--- src/rtl/cursor_pkg.sv ---
// Shared definitions for the terminal cursor controller: screen geometry
// defaults, the 3-bit move opcodes and the sequencing FSM state encoding.
package cursor_pkg;

  // Default screen geometry (column/row counts and the widths that hold them)
  localparam int DEF_COLS = 80;
  localparam int DEF_ROWS = 24;
  localparam int DEF_XW   = 7;
  localparam int DEF_YW   = 5;

  // Cursor move opcodes, one 3-bit field per requester
  localparam logic [2:0] OP_CR    = 3'd0;
  localparam logic [2:0] OP_SET   = 3'd1;
  localparam logic [2:0] OP_UP    = 3'd2;
  localparam logic [2:0] OP_DOWN  = 3'd3;
  localparam logic [2:0] OP_LEFT  = 3'd4;
  localparam logic [2:0] OP_RIGHT = 3'd5;
  localparam logic [2:0] OP_HOME  = 3'd6;
  localparam logic [2:0] OP_LF    = 3'd7;

  // Move sequencing states
  typedef enum logic [1:0] {
    ST_IDLE   = 2'd0,
    ST_EXEC   = 2'd1,
    ST_SCROLL = 2'd2,
    ST_ACK    = 2'd3
  } state_e;

endpackage

--- src/rtl/cursor_rr_arbiter.sv ---
// Two-way round-robin arbiter. The pointer names the requester that wins a
// tie; after each accepted grant it moves to the other requester.
module cursor_rr_arbiter (
  input  logic       clk,
  input  logic       clr,
  input  logic [1:0] req_i,
  input  logic       advance_i,
  output logic [1:0] grant_o,
  output logic       ptr_o
);

  logic ptr_q;
  logic ptr_d;

  // Grant the pointer requester if it asks, otherwise the other one
  always_comb begin
    // NOTE: every output of a combinational block gets a default first, so no path leaves it unassigned and infers a latch.
    grant_o = 2'b00;
    ptr_d   = ptr_q;
    if (req_i[ptr_q]) begin
      grant_o[ptr_q] = 1'b1;
    end else if (req_i[~ptr_q]) begin
      grant_o[~ptr_q] = 1'b1;
    end
    if (advance_i && (|req_i)) begin
      ptr_d = grant_o[0];
    end
  end

  // Pointer register; requester 0 has priority out of reset
  always_ff @(posedge clk or posedge clr) begin
    // NOTE: sequential state uses non-blocking assignments so every register samples pre-edge values.
    if (clr) begin
      ptr_q <= 1'b0;
    end else begin
      ptr_q <= ptr_d;
    end
  end

  assign ptr_o = ptr_q;

endmodule

--- src/rtl/cursor_controller.sv ---
// Terminal cursor controller: owns the cursor column/row and sequences every
// move requested by the escape parser (0) or local echo (1), arbitrated
// round-robin. Each executed move pulses blink_rst; a line feed on the last
// row asks the screen memory to scroll before completing.
// Build option: define CURSOR_AUTOWRAP_EN to make RIGHT at the last column
// wrap to column 0 and behave as a line feed.
module cursor_controller
  import cursor_pkg::*;
#(
  parameter int COLS = DEF_COLS,
  parameter int ROWS = DEF_ROWS,
  parameter int XW   = DEF_XW,
  parameter int YW   = DEF_YW
) (
  input  logic            clk,
  input  logic            clr,
  input  logic [1:0]      req,
  input  logic [5:0]      op,
  input  logic [2*XW-1:0] arg_x,
  input  logic [2*YW-1:0] arg_y,
  output logic [1:0]      ack,
  output logic            busy,
  output logic [XW-1:0]   cursor_x,
  output logic [YW-1:0]   cursor_y,
  output logic            blink_rst,
  output logic            scroll_req,
  input  logic            scroll_ack
);

  localparam logic [XW-1:0] X_MAX = XW'(COLS - 1);
  localparam logic [YW-1:0] Y_MAX = YW'(ROWS - 1);

  state_e        state_q, state_d;
  logic          gnt_q, gnt_d;
  logic [2:0]    op_q, op_d;
  logic [XW-1:0] ax_q, ax_d;
  logic [YW-1:0] ay_q, ay_d;
  logic [XW-1:0] x_q, x_d;
  logic [YW-1:0] y_q, y_d;
  logic          advance;
  logic [1:0]    rr_grant;
  logic          rr_ptr;

  cursor_rr_arbiter u_arb (
    .clk       (clk),
    .clr       (clr),
    .req_i     (req),
    .advance_i (advance),
    .grant_o   (rr_grant),
    .ptr_o     (rr_ptr)
  );

  // Next-state logic: grant and latch in IDLE, compute the move in EXEC
  always_comb begin
    state_d = state_q;
    gnt_d   = gnt_q;
    op_d    = op_q;
    ax_d    = ax_q;
    ay_d    = ay_q;
    x_d     = x_q;
    y_d     = y_q;
    advance = 1'b0;

    case (state_q)
      ST_IDLE: begin
        if (|req) begin
          advance = 1'b1;
          gnt_d   = rr_grant[rr_ptr] ? rr_ptr : ~rr_ptr;
          op_d    = gnt_d ? op[5:3] : op[2:0];
          ax_d    = gnt_d ? arg_x[2*XW-1:XW] : arg_x[XW-1:0];
          ay_d    = gnt_d ? arg_y[2*YW-1:YW] : arg_y[YW-1:0];
          state_d = ST_EXEC;
        end
      end

      ST_EXEC: begin
        state_d = ST_ACK;
        case (op_q)
          OP_CR: x_d = '0;
          OP_SET: begin
            x_d = (ax_q > X_MAX) ? X_MAX : ax_q;
            y_d = (ay_q > Y_MAX) ? Y_MAX : ay_q;
          end
          OP_UP:   if (y_q != '0) y_d = y_q - 1'b1;
          OP_DOWN: if (y_q < Y_MAX) y_d = y_q + 1'b1;
          OP_LEFT: if (x_q != '0) x_d = x_q - 1'b1;
          OP_RIGHT: begin
            if (x_q < X_MAX) begin
              x_d = x_q + 1'b1;
            end else begin
`ifdef CURSOR_AUTOWRAP_EN
              // Wrap: column 0 on the next line, or scroll first on the last row
              if (y_q >= Y_MAX) begin
                state_d = ST_SCROLL;
              end else begin
                x_d = '0;
                y_d = y_q + 1'b1;
              end
`endif
            end
          end
          OP_HOME: begin
            x_d = '0;
            y_d = '0;
          end
          OP_LF: begin
            if (y_q >= Y_MAX) state_d = ST_SCROLL;
            else              y_d = y_q + 1'b1;
          end
          default: ;
        endcase
      end

      ST_SCROLL: begin
        // Position holds while scrolling; a wrapping RIGHT lands on column 0 afterwards
        if (scroll_ack) begin
          state_d = ST_ACK;
          if (op_q == OP_RIGHT) x_d = '0;
        end
      end

      ST_ACK:  state_d = ST_IDLE;
      default: state_d = ST_IDLE;
    endcase
  end

  // State, latched request and position registers
  always_ff @(posedge clk or posedge clr) begin
    if (clr) begin
      state_q <= ST_IDLE;
      gnt_q   <= 1'b0;
      op_q    <= OP_CR;
      ax_q    <= '0;
      ay_q    <= '0;
      x_q     <= '0;
      y_q     <= '0;
    end else begin
      state_q <= state_d;
      gnt_q   <= gnt_d;
      op_q    <= op_d;
      ax_q    <= ax_d;
      ay_q    <= ay_d;
      x_q     <= x_d;
      y_q     <= y_d;
    end
  end

  // Outputs decode straight from registered state, so they are glitch-free pulses
  assign busy       = (state_q != ST_IDLE);
  assign ack        = (state_q == ST_ACK) ? (gnt_q ? 2'b10 : 2'b01) : 2'b00;
  assign blink_rst  = (state_q == ST_ACK);
  assign scroll_req = (state_q == ST_SCROLL);
  assign cursor_x   = x_q;
  assign cursor_y   = y_q;

endmodule

--- config.mk ---
export PLATFORM = sky130hd
export DESIGN_NAME = cursor_controller
export DESIGN_NICKNAME = d
export VERILOG_FILES = /design/src/rtl/cursor_pkg.sv /design/src/rtl/cursor_rr_arbiter.sv /design/src/rtl/cursor_controller.sv
export SDC_FILE = /design/constraint.sdc
export NUM_CORES = 1
export LEC_CHECK = 0
export ABC_AREA = 0
export CAP_MARGIN = 20
export CORE_ASPECT_RATIO = 0.9
export CORE_UTILIZATION = 51
export CTS_BUF_LIST = sky130_fd_sc_hd__clkbuf_8
export DETAILED_ROUTE_END_ITERATION = 6
export GPL_TIMING_DRIVEN = 1
export PLACE_DENSITY_LB_ADDON = 0.15
export REMOVE_ABC_BUFFERS = 1
export SYNTH_ARGS = -nofsm -noshare
export SYNTH_HDL_FRONTEND = slang
export SYNTH_SLANG_ARGS = --single-unit
--- constraint.sdc ---
create_clock -name clk -period 2.9 [get_ports clk]
set_input_delay 0.58 -clock clk [delete_from_list [all_inputs] [get_ports clk]]
set_output_delay 0.58 -clock clk [all_outputs]
set_load 0.05 [all_outputs]
-- After elaboration in Yosys (flattened, before gate mapping)
Cells that the tools add are included.
- add/sub/neg operators: 4
- shift operators: 0
- multiplexer cells: 37
- reduce and logical (&&, ||, !) cells: 16
- bitwise logic cells: 1
- magnitude comparators: 9
- divide/modulo/power cells: 0
- multipliers: 0
- equality and inequality tests: 19
- operator list (kind ; number):
    two-way mux 7 bit ; 6
    one-hot mux 7 bit (4 select lines) ; 1
    two-way mux 5 bit ; 5
    one-hot mux 5 bit (5 select lines) ; 1
    one-hot mux 7 bit (2 select lines) ; 1
    two-way mux 1 bit ; 13
    equality test 3 bit, second input constant ; 4
    two-way mux 2 bit ; 6
    nonzero test 5 bit ; 2
    inequality test 2 bit, second input constant ; 4
    one-hot mux 2 bit (4 select lines) ; 1
    adder 7 x 1 -> 7 bit, second input constant ; 1
    greater-than comparator 7 bit, second input constant ; 1
    < comparator 7 bit, second input constant ; 1
    nonzero test 7 bit ; 1
    subtractor 7 x 1 -> 7 bit, second input constant ; 1
    equality test 3 x 2 -> 1 bit, second input constant ; 2
    inequality test 3 bit, second input constant ; 2
    AND reduction 6 bit ; 1
    adder 5 x 1 -> 5 bit, second input constant ; 1
    >= comparator 5 bit, second input constant ; 1
    greater-than comparator 5 bit, second input constant ; 1
    < comparator 5 bit, second input constant ; 1
    inequality test 5 x 3 -> 1 bit, second input constant ; 1
    17 further kinds ; 27
- memory bits (read-only): 0
- register bits: 31
- memories kept: 0
- input bits: 35
- bits in writable memories: 0
- output and inout port bits: 17
- logic and storage cells: 94
- latch bits: 0

-- Logic depth before layout (Yosys ltp)
- depth in word-level cells: 11
- mapped depth: 9
- gate-level depth less buffers: 9

-- By module
Synthesis repeated with hierarchy kept, for this count alone.
- cells, all modules: 234
- area, all modules: 2115.8 um^2
- by module, submodules not included (module ; seq. area each (um^2) ; instances ; area each (um^2) ; cells each):
    cursor_controller ; 750.7 ; 1 ; 2057.0 ; 227
    cursor_rr_arbiter ; 25.0 ; 1 ; 58.8 ; 7

-- Least setup slack after synthesis
OpenSTA, ideal clock, no wires.
- kind: register -> register
- start: register op_q[1]
- end: register x_q[4] (netlist: cursor_x[4])
- buffers on the path: 0
- data arrival time: 2.151 ns
- cell stages (with the launch flop): 9
- required time: 2.779 ns
- library setup time: 0.121 ns
- setup slack: 0.628 ns
- clock period less this slack: 2.272 ns
- path through: dfrtp_1 > nor2b_2 > nand2_1 > ha_1 > nor2b_1 > o21a_1 > or3_1 > a31o_1 > a22o_1
- cells in the longest elaborated chain, start to end: 4
- elaborated cells on any way between the ends: 13
- those cells by class: eq/ne (8); mux (2); reduce/logical (3)
- ends and longest elaborated chain (element ; RTL line ; text):
    start, declared ; cursor_controller.sv:35 ; logic [2:0] op_q, op_d;
    start signal, assigned ; cursor_controller.sv:140 ; op_q <= op_d;
    equality test 3 bit or logical NOT 3 bit (tied branches) ; cursor_controller.sv:78 ; case (op_q)
    OR reduction 2 bit (no source line) ; - ;
    one-hot mux 7 bit (4 select lines) or inequality test 5 x 3 -> 1 bit (tied branches) ; - ;
    one-hot mux 7 bit (2 select lines) or AND reduction 6 bit (tied branches) ; - ;
    end signal, assigned ; cursor_controller.sv:135 ; x_q <= '0;
    end signal, assigned ; cursor_controller.sv:143 ; x_q <= x_d;
    end, declared ; cursor_controller.sv:38 ; logic [XW-1:0] x_q, x_d;
Several ways; a longest one is shown, not always the timed one.
A chain may end at the register's enable or synchronous reset.

-- Worst setup path in the final report
- start: register state_q[1]
- end: output port busy
- cells in the longest elaborated chain, start to end: 1
- ends and longest elaborated chain (element ; RTL line ; text):
    start, declared ; cursor_controller.sv:33 ; state_e state_q, state_d;
    start signal, assigned ; cursor_controller.sv:138 ; state_q <= state_d;
    nonzero test 2 bit ; cursor_controller.sv:149 ; assign busy = (state_q != ST_IDLE);
    end, declared ; cursor_controller.sv:22 ; output logic busy,
No other way between the ends.

==> metrics.cfg <==
[drt]
vias = 1845
drt_pass1_iterations = 4
first_iter_violations = 111
drc = 0
wl_per_cell_um = 14.3
wirelength_um = 4670
vias_per_cell = 5.66
ant_nets = 0

[grt]
grtUsageTotal_pct = 22.9
antenna_found_initial = 0
grt_max_degree = 32
grt_pass1_vias = 1667
grt_pass1_wl_um = 8110
gr-total-overflow = 0

[pwr]
p_leak_nw = 1.21
power.share.clock_pct = 10.4
p_sw_mw = 1.59
p_per_area_mw_per_mm2 = 1180
seqPwrFrac_pct = 26.5
vdd_drop_max_v = 0.000498
switching_share_pct = 48.6
combPwrFrac_pct = 63.0
intPower_mw = 1.68

[synthesis]
synth_area_leader_cell = dfrtp_1
synth-async-reset-ratio_pct = 100
yosysWarnings = 0
synth_common_cells = 31 x dfrtp_1, 24 x nand2_1, 18 x o21ai_0
ys_ff_latch = 31
yosysTopAreaCellShare_pct = 36.3
syn_area_mm2 = 0.00214
synth_most_common_cell = dfrtp_1
synth-edff-count = 0
synthFlopType = dfrtp_1
syn-instance-count = 225
ys_types = 50
seq_area_frac_synth_pct = 36.3
synth_area_leaders = dfrtp_1 36%, ha_1 8.2%, mux2i_1 7.5%, o21ai_0 4.2%, nand2_1 4.2%
syn_area_per_cell_um2 = 9.51

[final_layout]
fin_cells = 326
final_core_util_pct = 71.9
synthToLayoutAreaGrowth_pct = 29.9
final.fill_count = 316
num_antenna_cells = 0
drive_gt1_share_pct = 6.79
nets = 331

[timing]
slew_viol_final = 0
relSlewSlack_pct = 66.3
setup_viol = 0
hold_slack_ps = 483
setup_slack_ps = 386
tightestPinTransition_ps = 503
post-route-min-period_ps = 2510
fin_worst_skew_ps = 2.27
setup_tns_ps = 0
fmax_mhz = 398
hold_viol_final = 0
fin_crit_sh_pct = 86.7
rsz0062_at_grt = false

[worst_setup_path]
endpoint_kind = primary output
path_max_fanout = 8
r2r-start = op_q[2]$_DFFE_PP0P_
cp-startpoint = state_q[1]$_DFFE_PP0P_
crit_required_ps = 2320
arrival_ps = 1930
r2r_end = cursor_x[4]$_DFFE_PP0P_
critPathLaunchType = register
crit_type = register to primary output
r2r_slack_ps = 440
reg2reg_depth = 8

[hold_path]
hold_depth = 2
worstHoldStart = ay_q[2]$_DFFE_PP0P_
hold_path_end = ay_q[2]$_DFFE_PP0P_
hold_path.class = register to register

[clock_tree]
cts_hold_buf = 0
cts_setup_buffers = 0
clk_latency_ps = 270
cts_max_path_buffers = 2
clock_sinks = 31
cts_tree = yes
root_buffer = clkbuf_8
cts_htree_levels = 2
clkTransAtPathRegs_ps = 60
cts_made_buffers = 5
ctsResizeCount = 0

[run]
drv_cap = 0

[floorplanning]
die_y_um = 63.4
die_x_um = 70.3
start_util_pct = 55.4
core_mm2 = 0.00386
num_rows = 21
dieArea_mm2 = 0.00446
ios = 52

[placed_design]
placed_cells = 319
dp_hpwl_um = 3480
portBuffers = 51
post-place-ws_ps = 471
gp_congestion = 0.912

[status]
run_status = complete, no violations

-- metal layers --
| metal | global-route usage, % | up-vias | wire length (um) |
|---|---|---|---|
| li1 | - | 932 | - |
| met1 | 33.5 | 850 | 2260 |
| met2 | 35.4 | 61 | 2060 |
| met3 | 4.00 | 2 | 331 |
| met4 | 5.25 | 0 | 18 |
| met5 | 0 | - | 0 |
-- worst max path at each step --
| stage | endpoint | slack (ps) |
|---|---|---|
| 2_1_floorplan | ax_q[0]$_DFFE_PP0P_ | 480 |
| 3_3_place_gp | cursor_x[4]$_DFFE_PP0P_ | 510 |
| 3_5_place_dp | cursor_x[4]$_DFFE_PP0P_ | 470 |
| 4_1_cts | busy | 380 |
| 5_1_grt | cursor_x[4]$_DFFE_PP0P_ | 260 |
| 6_report | busy | 390 |
-- cells in the final DEF (no fill, tap or decap), types with 3 or more instances in the layout --
master           count
clkdlybuf4s50_1     51
dfrtp_1             31
nand2_1             24
o21ai_0             17
mux2i_1             16
nor2_1              14
ha_1                14
inv_1               13
a21oi_1             12
a22o_1              10
clkbuf_8             6
nand3_1              5
o21ai_1              4
a31oi_1              4
o21a_1               4
o22ai_1              4
buf_4                4
xnor2_1              3
nor2b_1              3
xor2_1               3
-- power groups by stage --
stage | clock network [mW] | logic [mW] | registers, mW
finish | 0.341 | 2.06 | 0.868
global route | 0.368 | 2.27 | 0.908
CTS | 0.345 | 2.06 | 0.867
detailed placement | 0 | 2.05 | 0.875
global placement | 0 | 2.03 | 0.867
floorplan | 0 | 1.31 | 1.05
-- area by class of cell --
| class | instances | area [um^2] | share of cell area, % |
|---|---|---|---|
| timing repair buffer | 55 | 541 | 19.5 |
| inverter | 13 | 48.8 | 1.76 |
| multi-input combinational | 174 | 1270 | 45.7 |
| tap | 46 | 57.6 | 2.07 |
| clock inverter | 1 | 5.00 | 0.180 |
| sequential | 31 | 776 | 27.9 |
| clock buffer | 6 | 82.6 | 2.97 |
-- worst max-delay path, stage by stage (launching register included) --
cell and delay, ps:
dfrtp_1 400, inv_1 90, ha_1 270, inv_1 100, clkdlybuf4s50_1 800
-- cell families (layout without fill, tap and decap cells) --
| family | count (synthesis) | after routing | synth area share, % |
|---|---|---|---|
| multiplexers | 17 | 17 | 8.54 |
| buffers and inverters | 20 | 75 | 4.44 |
| flip-flops | 31 | 31 | 36.3 |
| AO/OA/AOI/OAI | 72 | 72 | 24.0 |
| AND/OR/NAND/NOR | 63 | 63 | 14.2 |
| adder cells (fa/ha/maj) | 16 | 16 | 10.1 |
| XOR/XNOR | 6 | 6 | 2.46 |
-- state kept, by name, indices dropped and copies added (netlist names) --
signal       cells
cursor_y         5
u_arb.ptr_o      1
state_q          2
ay_q             5
gnt_q            1
op_q             3
cursor_x         7
ax_q             7
-- per-stage QoR --
| stage | total power, mW | area, um^2 |
|---|---|---|
| finish | 3.27 | 2780 |
| global route | 3.54 | 2780 |
| CTS | 3.27 | 2780 |
| detailed placement | 2.93 | 2690 |
| global placement | 2.90 | 2690 |
| floorplan | 2.36 | 2090 |
Note: power is estimated with default switching activity, not from simulation.
